==> src/rtl/fetch_decode_queue_pkg.sv <==
// Shared constants and entry type for the IF->ID instruction buffer.
package fetch_decode_queue_pkg;
  localparam int XLEN = 32;
  localparam int FDQ_DEPTH = 4;
  localparam logic [XLEN-1:0] NOP_INSN = 32'h00000013;

  typedef struct packed {
    logic [XLEN-1:0] instr;
    logic [XLEN-1:0] pc;
  } fdq_entry_t;

  // Sequential next-PC; wraps modulo 2^XLEN.
  function automatic logic [XLEN-1:0] pc_plus4(input logic [XLEN-1:0] pc);
    return pc + 32'd4;
  endfunction
endpackage

==> src/rtl/fetch_decode_queue_if.sv <==
// Fetch-side push and decode-side pop handshakes plus flush and occupancy.
interface fetch_decode_queue_if
  import fetch_decode_queue_pkg::*;
#(
  parameter int DEPTH = FDQ_DEPTH
);
  logic                    in_valid;
  logic                    in_ready;
  logic [XLEN-1:0]         in_instr;
  logic [XLEN-1:0]         in_pc;
  logic                    out_valid;
  logic                    out_ready;
  logic [XLEN-1:0]         out_instr;
  logic [XLEN-1:0]         out_pc;
  logic [XLEN-1:0]         out_pc_plus4;
  logic                    flush;
  logic [$clog2(DEPTH):0]  count;

  modport master (
    output in_valid, in_instr, in_pc, out_ready, flush,
    input  in_ready, out_valid, out_instr, out_pc, out_pc_plus4, count
  );

  modport slave (
    input  in_valid, in_instr, in_pc, out_ready, flush,
    output in_ready, out_valid, out_instr, out_pc, out_pc_plus4, count
  );
endinterface

==> src/rtl/fetch_decode_queue_chk.sv <==
// Occupancy and pop-legality assertions for the fetch/decode queue.
module fetch_decode_queue_chk #(
  parameter int DEPTH = 4
) (
  input logic                   clk,
  input logic                   rst,
  input logic [$clog2(DEPTH):0] count,
  input logic                   pop
);
  localparam int CW = $clog2(DEPTH) + 1;

  a_count_bound: assert property (@(posedge clk) disable iff (rst) count <= CW'(DEPTH));
  a_no_pop_empty: assert property (@(posedge clk) disable iff (rst) !(pop && count == CW'(0)));
endmodule

==> src/rtl/fetch_decode_queue.sv <==
// Elastic IF->ID buffer: circular storage, count-based full/empty, flush drops all entries.
module fetch_decode_queue
  import fetch_decode_queue_pkg::*;
#(
  parameter int DEPTH = FDQ_DEPTH
) (
  input logic                 clk,
  input logic                 rst,
  fetch_decode_queue_if.slave q
);
  localparam int PW = $clog2(DEPTH);
  localparam int CW = PW + 1;

  fdq_entry_t       mem [DEPTH];
  logic [PW-1:0]    rd_ptr;
  logic [PW-1:0]    wr_ptr;
  logic [CW-1:0]    count_r;
  logic             push;
  logic             pop;
  fdq_entry_t       head;

  assign push = q.in_valid & q.in_ready;
  assign pop  = q.out_valid & q.out_ready;

  // Pointer and occupancy state; flush overrides any same-edge push or pop.
  always_ff @(posedge clk or posedge rst) begin
    if (rst) begin
      rd_ptr  <= PW'(0);
      wr_ptr  <= PW'(0);
      count_r <= CW'(0);
    end else if (q.flush) begin
      rd_ptr  <= wr_ptr;
      count_r <= CW'(0);
    end else begin
      if (push) wr_ptr <= wr_ptr + PW'(1);
      if (pop)  rd_ptr <= rd_ptr + PW'(1);
      case ({push, pop})
        2'b10:   count_r <= count_r + CW'(1);
        2'b01:   count_r <= count_r - CW'(1);
        default: count_r <= count_r;
      endcase
    end
  end

  // Entry storage; contents survive reset and flush, only validity is tracked.
  always_ff @(posedge clk) begin
    if (push && !q.flush) mem[wr_ptr] <= '{instr: q.in_instr, pc: q.in_pc};
  end

  // Head selection and NOP masking; everything here derives from registered state.
  always_comb begin
    head           = mem[rd_ptr];
    q.count        = count_r;
    q.in_ready     = (count_r != CW'(DEPTH));
    q.out_valid    = 1'b0;
    q.out_instr    = NOP_INSN;
    q.out_pc       = {XLEN{1'b0}};
    q.out_pc_plus4 = {XLEN{1'b0}};
    if (count_r != CW'(0)) begin
      q.out_valid    = 1'b1;
      q.out_instr    = head.instr;
      q.out_pc       = head.pc;
      q.out_pc_plus4 = pc_plus4(head.pc);
    end else begin
      q.out_valid    = 1'b0;
    end
  end

  fetch_decode_queue_chk #(.DEPTH(DEPTH)) u_chk (
    .clk   (clk),
    .rst   (rst),
    .count (count_r),
    .pop   (pop)
  );
endmodule

==> src/flat_wrapper.sv <==
// flat-port wrapper written by rule: the top's interface ports become plain ports
module fetch_decode_queue_flat import fetch_decode_queue_pkg::*;
#(
  parameter int DEPTH = FDQ_DEPTH
)
  (clk, rst, q_in_valid, q_in_instr, q_in_pc, q_out_ready, q_flush, q_in_ready, q_out_valid, q_out_instr, q_out_pc, q_out_pc_plus4, q_count);
  fetch_decode_queue_if #(.DEPTH(DEPTH)) q_i ();
  input logic clk;
  input logic rst;
  input wire logic [$bits(q_i.in_valid)-1:0] q_in_valid;
  input wire logic [$bits(q_i.in_instr)-1:0] q_in_instr;
  input wire logic [$bits(q_i.in_pc)-1:0] q_in_pc;
  input wire logic [$bits(q_i.out_ready)-1:0] q_out_ready;
  input wire logic [$bits(q_i.flush)-1:0] q_flush;
  output wire logic [$bits(q_i.in_ready)-1:0] q_in_ready;
  output wire logic [$bits(q_i.out_valid)-1:0] q_out_valid;
  output wire logic [$bits(q_i.out_instr)-1:0] q_out_instr;
  output wire logic [$bits(q_i.out_pc)-1:0] q_out_pc;
  output wire logic [$bits(q_i.out_pc_plus4)-1:0] q_out_pc_plus4;
  output wire logic [$bits(q_i.count)-1:0] q_count;
  assign q_i.in_valid = q_in_valid;
  assign q_i.in_instr = q_in_instr;
  assign q_i.in_pc = q_in_pc;
  assign q_i.out_ready = q_out_ready;
  assign q_i.flush = q_flush;
  assign q_in_ready = q_i.in_ready;
  assign q_out_valid = q_i.out_valid;
  assign q_out_instr = q_i.out_instr;
  assign q_out_pc = q_i.out_pc;
  assign q_out_pc_plus4 = q_i.out_pc_plus4;
  assign q_count = q_i.count;
  fetch_decode_queue #(.DEPTH(DEPTH)) u_core (.clk(clk), .rst(rst), .q(q_i));
endmodule
==> config.mk <==
export PLATFORM = sky130hd
export DESIGN_NAME = fetch_decode_queue_flat
export DESIGN_NICKNAME = d
export VERILOG_FILES = /design/src/rtl/fetch_decode_queue_pkg.sv /design/src/rtl/fetch_decode_queue_if.sv /design/src/rtl/fetch_decode_queue_chk.sv /design/src/rtl/fetch_decode_queue.sv /design/src/flat_wrapper.sv
export SDC_FILE = /design/constraint.sdc
export NUM_CORES = 1
export LEC_CHECK = 0
export CORE_UTILIZATION = 50
export DETAILED_ROUTE_END_ITERATION = 10
export HOLD_SLACK_MARGIN = 0.08
export PLACE_DENSITY_LB_ADDON = 0.2
export SLEW_MARGIN = 20
export SYNTH_ARGS = -nofsm -noshare
export SYNTH_HDL_FRONTEND = slang
export SYNTH_SLANG_ARGS = --single-unit
==> constraint.sdc <==
create_clock -name clk -period 4.3 [get_ports clk]
set_input_delay 0.86 -clock clk [delete_from_list [all_inputs] [get_ports clk]]
set_output_delay 0.86 -clock clk [all_outputs]
set_load 0.05 [all_outputs]
Word level (Yosys, flattened, before mapping):

Memories as Yosys holds them, arrays and structs flattened.
Cells that the tools add are included.
Widths: inputs -> output; s select.

* reductions and logical operators: 6
* bitwise logic cells: 3
* multipliers: 0
* muxes and demuxes: 10
* div/mod/pow operators: 0
* magnitude comparators: 0
* $add $sub $neg: 5
* equal/unequal tests: 3
* shift operators: 0

Operators with widths (number)
* $mux 32: 3
* $add 32x3->32 const B: 1
* $pmux 3 s2: 1
* $reduce_bool 3->1: 2
* $add 2x1->2 const B: 2
* $mux 2: 2
* $add 3x1->3 const B: 1
* $mux 1: 3
* $mux 3: 1
* $ne 3x3->1 const B: 1
* $sub 3x1->3 const B: 1
* $and 1x1->1: 2
* $eq 2x1->1 const B: 1
* $eq 2x2->1 const B: 1
* $reduce_and 2->1: 1
* $reduce_bool 2->1: 1
* $logic_and 1x1->1: 1
* $logic_not 1->1: 1
* $not 1->1: 1

* memories: 1
* bits of input ports: 69
* bits in registers: 7
* output and inout port bits: 101
* bits in read-only memories: 0
* bits in latches: 0
* bits in writable memories: 256
* logic and storage cells: 31

Memories
* u_core.mem: depth 4, bits a word 64, rd ports 1, clocked after memory_dff 0, wr ports 1, RTL line fetch_decode_queue.sv:14 `fdq_entry_t mem [DEPTH];`

Longest topological paths before layout:

Gate-level depths: netlist of run 1.

* word-level depth: 6
* gate-level depth with buffers: 9
* depth with buffers taken out: 7

Worst setup path after synthesis of run 1:

No wires, ideal clock.

* path kind: register to output
* from: register u_core.rd_ptr[0]
* to: output q_out_pc_plus4[31]
* required time: 3.440 ns
* stages on the path, launching flop included: 9
* buffers on the path: 3
* path slack: 0.561 ns
* data arrival time: 2.879 ns
* cell sequence: dfrtp_1 buf_6 buf_12 buf_12 mux4_2 and4_4 nand4_2 or4_1 a21oi_1

* word-level cells in the longest chain between the ends: 3

Ends and longest elaborated chain
* start, declared: RTL line fetch_decode_queue.sv:15 `logic [PW-1:0] rd_ptr;`
* start signal, assigned: RTL line fetch_decode_queue.sv:32 `rd_ptr <= wr_ptr;`
* start signal, assigned: RTL line fetch_decode_queue.sv:36 `if (pop) rd_ptr <= rd_ptr + PW'(1);`
* $mem_v2 4x64
* $add 32x3->32: RTL line fetch_decode_queue_pkg.sv:14 `return pc + 32'd4;`
* $mux 32: RTL line fetch_decode_queue.sv:59 `if (count_r != CW'(0)) begin`
* end, declared: RTL line flat_wrapper.sv:19 `output wire logic [$bits(q_i.out_pc_plus4)-1:0] q_out_pc_plus4;`

No other way between the ends.

Final worst setup path of run 1:

* from: register u_core.rd_ptr[0]
* to: output q_out_pc_plus4[29]

Same word-level chain as after synthesis.

==> results of run 1 <==
## cells in the final DEF, fill, tap and decap left out, types with 3 or more instances in the layout
cell type	n
edfxtp_1	256
clkdlybuf4s50_1	145
and2_1	62
mux4_2	41
clkbuf_16	25
mux4_1	23
buf_12	22
nor2_1	19
nand2_1	17
a21oi_1	14
buf_4	14
o31ai_1	12
xor2_1	12
or4_1	11
o21ai_0	8
nand3_1	8
clkbuf_1	8
clkinv_1	7
inv_1	6
ha_1	5
dfrtp_1	5
xnor2_1	4
nand4_1	4
or3_1	4
and2_4	4
a21oi_2	3
or2_2	3
bufinv_16	3
## sequential cells by signal, summed over array words and instances, names as in the netlist
name / flops
u_core.mem: 256
u_core.wr_ptr: 2
u_core.q.count: 3
u_core.rd_ptr: 2
## per-layer routing
| layer | global-route usage | routed length [um] | vias up |
|---|---|---|---|
| met1 | 0.274 | 9260 | 2917 |
| li1 | - | - | 2684 |
| met3 | 0.0388 | 1700 | 26 |
| met5 | 0 | 0 | - |
| met4 | 0.0475 | 267 | 0 |
| met2 | 0.344 | 11300 | 206 |
## repair_timing
item                       4_1_cts  5_1_grt
pin swaps                        0        0
setup endpoints to repair        2        4
gates resized for setup          0        5
setup buffers                    2        0
## metrics by stage
stage	hold WS (ns)	util
2_1_floorplan	0.503	-
3_5_place_dp	0.548	0.617
6_report	0.562	0.658
3_3_place_gp	0.537	0.617
5_1_grt	0.579	0.658
4_1_cts	0.565	0.657
## area by class of cell
type / count / area, um2 / share of cell area
inverters: 7 / 26.3 / 0.00188
clock buffers: 33 / 656 / 0.0468
flip-flops and latches: 263 / 7870 / 0.562
multi-input cells: 276 / 2930 / 0.209
well taps: 275 / 344 / 0.0246
repair buffers: 183 / 2040 / 0.145
clock inverters: 13 / 139 / 0.00992
## critical path, stage by stage, from the launching register on
cell and delay, ns:
dfrtp_4 0.62, buf_16 0.22, mux4_1 0.46, and3_2 0.24, nand4_1 0.10, buf_4 0.20
or4_1 0.52, a21oi_1 0.26, buf_12 0.17
## worst max path at each step
stage	startpoint	end	slack (ns)	cells past startpoint
after floorplan	u_core.rd_ptr[0]	q_out_pc_plus4[31]	0.56	8
after global routing	u_core.rd_ptr[0]	q_out_pc_plus4[30]	0.004	8
after CTS	u_core.rd_ptr[0]	q_out_pc_plus4[22]	0.09	6
after global placement	u_core.rd_ptr[1]	q_out_pc_plus4[22]	0.55	6
final	u_core.rd_ptr[0]	q_out_pc_plus4[29]	0.12	8
after detailed placement	u_core.rd_ptr[0]	q_out_pc_plus4[31]	0.51	7
## logic make-up (layout without fill, tap and decap cells)
kind of cell / after synthesis / after routing
flip-flops: 263 / 263
AND/OR/NAND/NOR: 149 / 149
multiplexers: 67 / 67
buffers and inverters: 40 / 236
AO/OA/AOI/OAI: 38 / 38
XOR/XNOR: 16 / 16
adder cells (fa/ha/maj): 6 / 6
==> metrics.md, run 1 <==
| Metric | Value |
|---|---|
| Layout cell share with drive strength beyond 1 | 0.177 |
| Arrival time worst endpoint | 3.32 ns |
| # Max-Cap Violations | 0 |
| Nets | 831 |
| Worst skew pair latency | 0.52 ns |
| Die X | 150 um |
| R2R Path End | u_core.mem[2][41] |
| CTS Root Cell | clkbuf_16 |
| Hold Crit Start | u_core.wr_ptr[0] |
| Gr ovfl total | 0 |
| WHS Endpoint | u_core.rd_ptr[0] |
| CTS buffer count | 25 |
| Final Cycle Share | 0.972 |
| Yosys reg bits | 263 |
| Routability cong. | 0.860 |
| DR vias | 5,833 |
| Worst-case reg-to-reg path depth | 5 |
| Critical path endpoint category | primary output |
| # setup viols final | 0 |
| Router iterations before antenna repair | 6 |
| Setup TNS | 0 ns |
| Syn_area_per_cell | 19.0 um2 |
| Netlist cell types | 44 |
| Synth Area in Adders | 0.00749 |
| Largest net degree at the start of global routing | 63 |
| Final Cell Area | 14,000 um2 |
| Asr flop ratio synth | 0.0266 |
| CTS tree | yes |
| Initial Utilization | 0.518 |
| Detail Placement HPWL | 13.8 mm |
| Synth Flop Type | edfxtp_1 |
| Overall die height | 150 um |
| Site row count | 53 |
| Cells after DPL | 1,002 |
| Setup WS pre-CTS | 0.513 ns |
| Layout area overhead | 27.0% |
| Clock transition at path regs | 0.06 ns |
| Fillers | 1,456 |
| Final Hold Viols | 0 |
| Pins Over Slew Limit | 0 |
| Post-DR wirelength/cell | 21.4 um |
| Hold Crit Depth | 2 |
| Top-count cell post-synth | edfxtp_1 |
| Worst r2r src | u_core.q.count[0] |
| Post-synth EDFFs | 256 |
| Min Tclk post-route | 4.18 ns |
| Setup Skew | 0.00370 ns |
| First-pass GRT wire length | 34.2 mm |
| Antenna viol nets, final | 0 |
| R2R Setup Slk | 1.85 ns |
| Hold/Removal Path Class | reg -> reg |
| Area after DPL | 13,100 um2 |
| Mapped cell area | 11,000 um2 |
| Number of I/O pins | 170 |
| Core box area | 21,300 um2 |
| Port bufs | 169 |
| CTS Sinks | 263 |
| Post-synth top area cell | edfxtp_1 |
| Initial antenna violation count | 0 |
| Slew headroom | 0.368 |
| CTS Hold Bufs | 0 |
| Die Area | 22,600 um2 |
| 1st-iter DRT viols | 360 |
| Post-synthesis sequential area ratio | 0.713 |
| Area contributors post-synth | edfxtp_1, mux4_2, mux4_1, and2_1, dfrtp_1 |
| Fin cells | 1,050 |
| GRT Resource Usage Total | 0.204 |
| Synth top area share | 0.697 |
| Compound-Gate Fraction of Synth Area | 0.0203 |
| Fmax | 0.239 GHz |
| Vias per cell | 5.56 |
| Most frequent cells after synthesis | edfxtp_1, and2_1, mux4_2 |
| Critical path data required time | 3.44 ns |
| WL final | 22.5 mm |
| Htree depth | 1 |
| Kind of critical path | reg -> out |
| Worst-margin pin slew | 0.946 ns |
| Synth Area in XOR/XNOR | 0.0127 |
| Yosys warns | 0 |
| Syn nets | 654 |
| Status | finished clean |
| ANT cells | 0 |
| Worst Setup Start Kind | flip-flop |
| RSZ-0062 raised after global routing | false |
| Post-Synth Simple-Gate Area | 0.0811 |
| Maximum buffer depth of the clock tree | 3 |
| Crit path max fanout | 20 |
| DRC Markers | 0 |
| Vias in the first global route | 6,147 |
| Worst Slack Setup Final | 0.120 ns |
| Largest family of logic cells by synthesized area | multiplexers |
| Syn Inst Count | 579 |
| Post-synthesis mux area share | 0.142 |
Power of run 1 is not shown: default switching activity piles up to over one toggle a cycle in this logic, so the estimate is an artifact.
==> inputs of run 2 (changes only) <==
clock period = 4.95 ns   (was 4.3 ns; I/O delays follow)
==> run 2 against run 1 <==
Effect of this change: clock-buffer cell count grew 3; via count is 0.75% higher; worst setup slack improved by 0.11 ns; core utilization is 1.4 points lower; first-iteration DRC count is 24% lower; sequential share of layout area increased by 1.2 points; critical path type unchanged.
==> metrics.md, run 2 (synthesis results as in run 1) <==
| Metric | Value |
|---|---|
| Worst skew pair latency | 0.52 ns (about the same) |
| Crit path to | q_out_pc_plus4[24] |
| Port bufs | 169 (unchanged) |
| Nets | 825 (-0.72%) |
| Worst-margin pin slew | 1.02 ns (+0.0788 ns) |
| Post-layout util | 0.644 (-0.0140) |
| CTS Sinks | 263 (unchanged) |
| Core box area | 21,300 um2 (unchanged) |
| Fmax | 0.212 GHz |
| Crit path launch | u_core.rd_ptr[0] |
| Kind of critical path | reg -> out |
| Largest registers | u_core.mem x256, u_core.q.count x3 |
| Die Area | 22,600 um2 (unchanged) |
| Final Hold Viols | 0 (unchanged) |
| Die X | 150 um (unchanged) |
| Post-DR wirelength/cell | 20.8 um (-2.6%) |
| Number of I/O pins | 170 (unchanged) |
| First-pass GRT wire length | 33.6 mm (-1.9%) |
| R2R Setup Slk | 2.41 ns (+0.56 ns) |
| Antenna viol nets, final | 0 (unchanged) |
| CTS Root Cell | clkbuf_16 |
| Status | finished clean |
| Initial antenna violation count | 1 (+1) |
| DR vias | 5,877 (+0.75%) |
| Most flops, register | u_core.mem |
| Router iterations before antenna repair | 4 (-2) |
| Arrival time worst endpoint | 3.73 ns (+0.41 ns) |
| Critical path endpoint category | primary output |
| Commonest cells after routing, fill and taps aside | edfxtp_1, clkdlybuf4s50_1, and2_1 |
| Worst Setup Start Kind | flip-flop |
| CTS resizes | 0 (unchanged) |
| Layout area overhead | 24.3% |
| Maximum buffer depth of the clock tree | 3 (unchanged) |
| Min Tclk post-route | 4.72 ns |
| Vias per cell | 5.62 (+1.2%) |
| CTS buffer count | 27 (+8.0%) |
| Hold/Removal Path Class | reg -> reg |
| Setup TNS | 0 ns (unchanged) |
| Number of post-CTS setup repair buffers | 1 (-1) |
| RSZ-0062 raised after global routing | false |
| Gr ovfl total | 0 (unchanged) |
| CTS Hold Bufs | 0 (unchanged) |
| Detail Placement HPWL | 13.0 mm (-5.5%) |
| Worst-case reg-to-reg path depth | 4 (-1) |
| # setup viols final | 0 (unchanged) |
| Slew headroom | 0.317 (-0.0516) |
| Site row count | 53 (unchanged) |
| Max reg flops | 256 (unchanged) |
| Pins Over Slew Limit | 0 (unchanged) |
| Routability cong. | 0.896 (+4.1%) |
| Worst r2r src | u_core.q.count[0] |
| R2R Path End | u_core.mem[0][30] |
| Most common cell after layout, fill and taps aside | edfxtp_1 |
| Layout cell share with drive strength beyond 1 | 0.155 (-0.0218) |
| Vias in the first global route | 6,180 (+0.54%) |
| Final Cell Area | 13,700 um2 (-2.1%) |
| # Max-Cap Violations | 0 (unchanged) |
| WL final | 21.8 mm (-3.1%) |
| Htree depth | 1 (unchanged) |
| Initial Utilization | 0.518 (unchanged) |
| 1st-iter DRT viols | 275 (-24%) |
| Overall die height | 150 um (unchanged) |
| Clock transition at path regs | 0.06 ns (about the same) |
| Crit path max fanout | 19 (-5.0%) |
| CTS tree | yes |
| Area after DPL | 12,900 um2 (-1.9%) |
| GRT Resource Usage Total | 0.200 (-0.00387) |
| Critical path data required time | 3.96 ns (+0.52 ns) |
| Setup Skew | 0.0106 ns (+0.00692 ns) |
| DRC Markers | 0 (unchanged) |
| Final Cycle Share | 0.953 |
| Largest net degree at the start of global routing | 65 (+3.2%) |
## run 2: changes by cell type in the layout (fill, tap and decap cells not counted), sizes merged
| cell | delta |
|---|---|
| clkdlybuf4s50 | +9 |
| diode | +2 |
| buf | -17 |
| clkinv | -1 |
| clkbuf | +3 |
| clkinvlp | +1 |
| bufinv | -2 |
## run 2: through the flow
| step | cells | setup slack, ns | hold slack [ns] |
|---|---|---|---|
| 2_1_floorplan | 579 | 1.08 | 0.503 |
| 3_5_place_dp | 995 | 0.588 | 0.561 |
| 6_report | 1045 | 0.234 | 0.562 |
| 3_3_place_gp | 995 | 0.630 | 0.532 |
| 5_1_grt | 1043 | 0.0252 | 0.609 |
| 4_1_cts | 1043 | 0.219 | 0.576 |
## run 2: area by class of cell
class	instances	area, um2
Clock buffer	36	709
Antenna cell	2	5.00
Multi-Input combinational cell	276	2920
Fill cell	1484	7580
Timing Repair Buffer	175	1750
Sequential cell	263	7870
Clock inverter	11	81.3
Inverter	7	26.3
Tap cell	275	344
## run 2: worst max-delay path: stages, from the launching register on
cell and delay (ns):
dfrtp_4 0.64, mux4_1 0.51, and4_2 0.32, nand2_1 0.21, nor4b_1 0.44, mux2_2 0.38
clkdlybuf4s50_1 0.70
## run 2: worst min path at each step
| stage | start | end | slack [ns] | cells past startpoint |
|---|---|---|---|---|
| 2_1_floorplan | u_core.wr_ptr[1] | u_core.rd_ptr[1] | 0.50 | 2 |
| 3_3_place_gp | u_core.wr_ptr[1] | u_core.rd_ptr[1] | 0.53 | 2 |
| 3_5_place_dp | u_core.wr_ptr[1] | u_core.rd_ptr[1] | 0.56 | 2 |
| 4_1_cts | u_core.wr_ptr[1] | u_core.rd_ptr[1] | 0.58 | 2 |
| 5_1_grt | u_core.wr_ptr[1] | u_core.rd_ptr[1] | 0.61 | 2 |
| 6_report | u_core.wr_ptr[1] | u_core.rd_ptr[1] | 0.56 | 2 |
## run 2: metal layers
layer | vias to the layer above | wire, um | GRT usage | part of all wire
met1 | 2981 | 8960 | 0.257 | 0.41
met5 | - | 0 | 0 | 0
met3 | 27 | 1600 | 0.0445 | 0.073
met2 | 193 | 10900 | 0.344 | 0.50
met4 | 0 | 350 | 0.0535 | 0.016
li1 | 2676 | - | - | -
Power of run 2 is left out for the same reason.
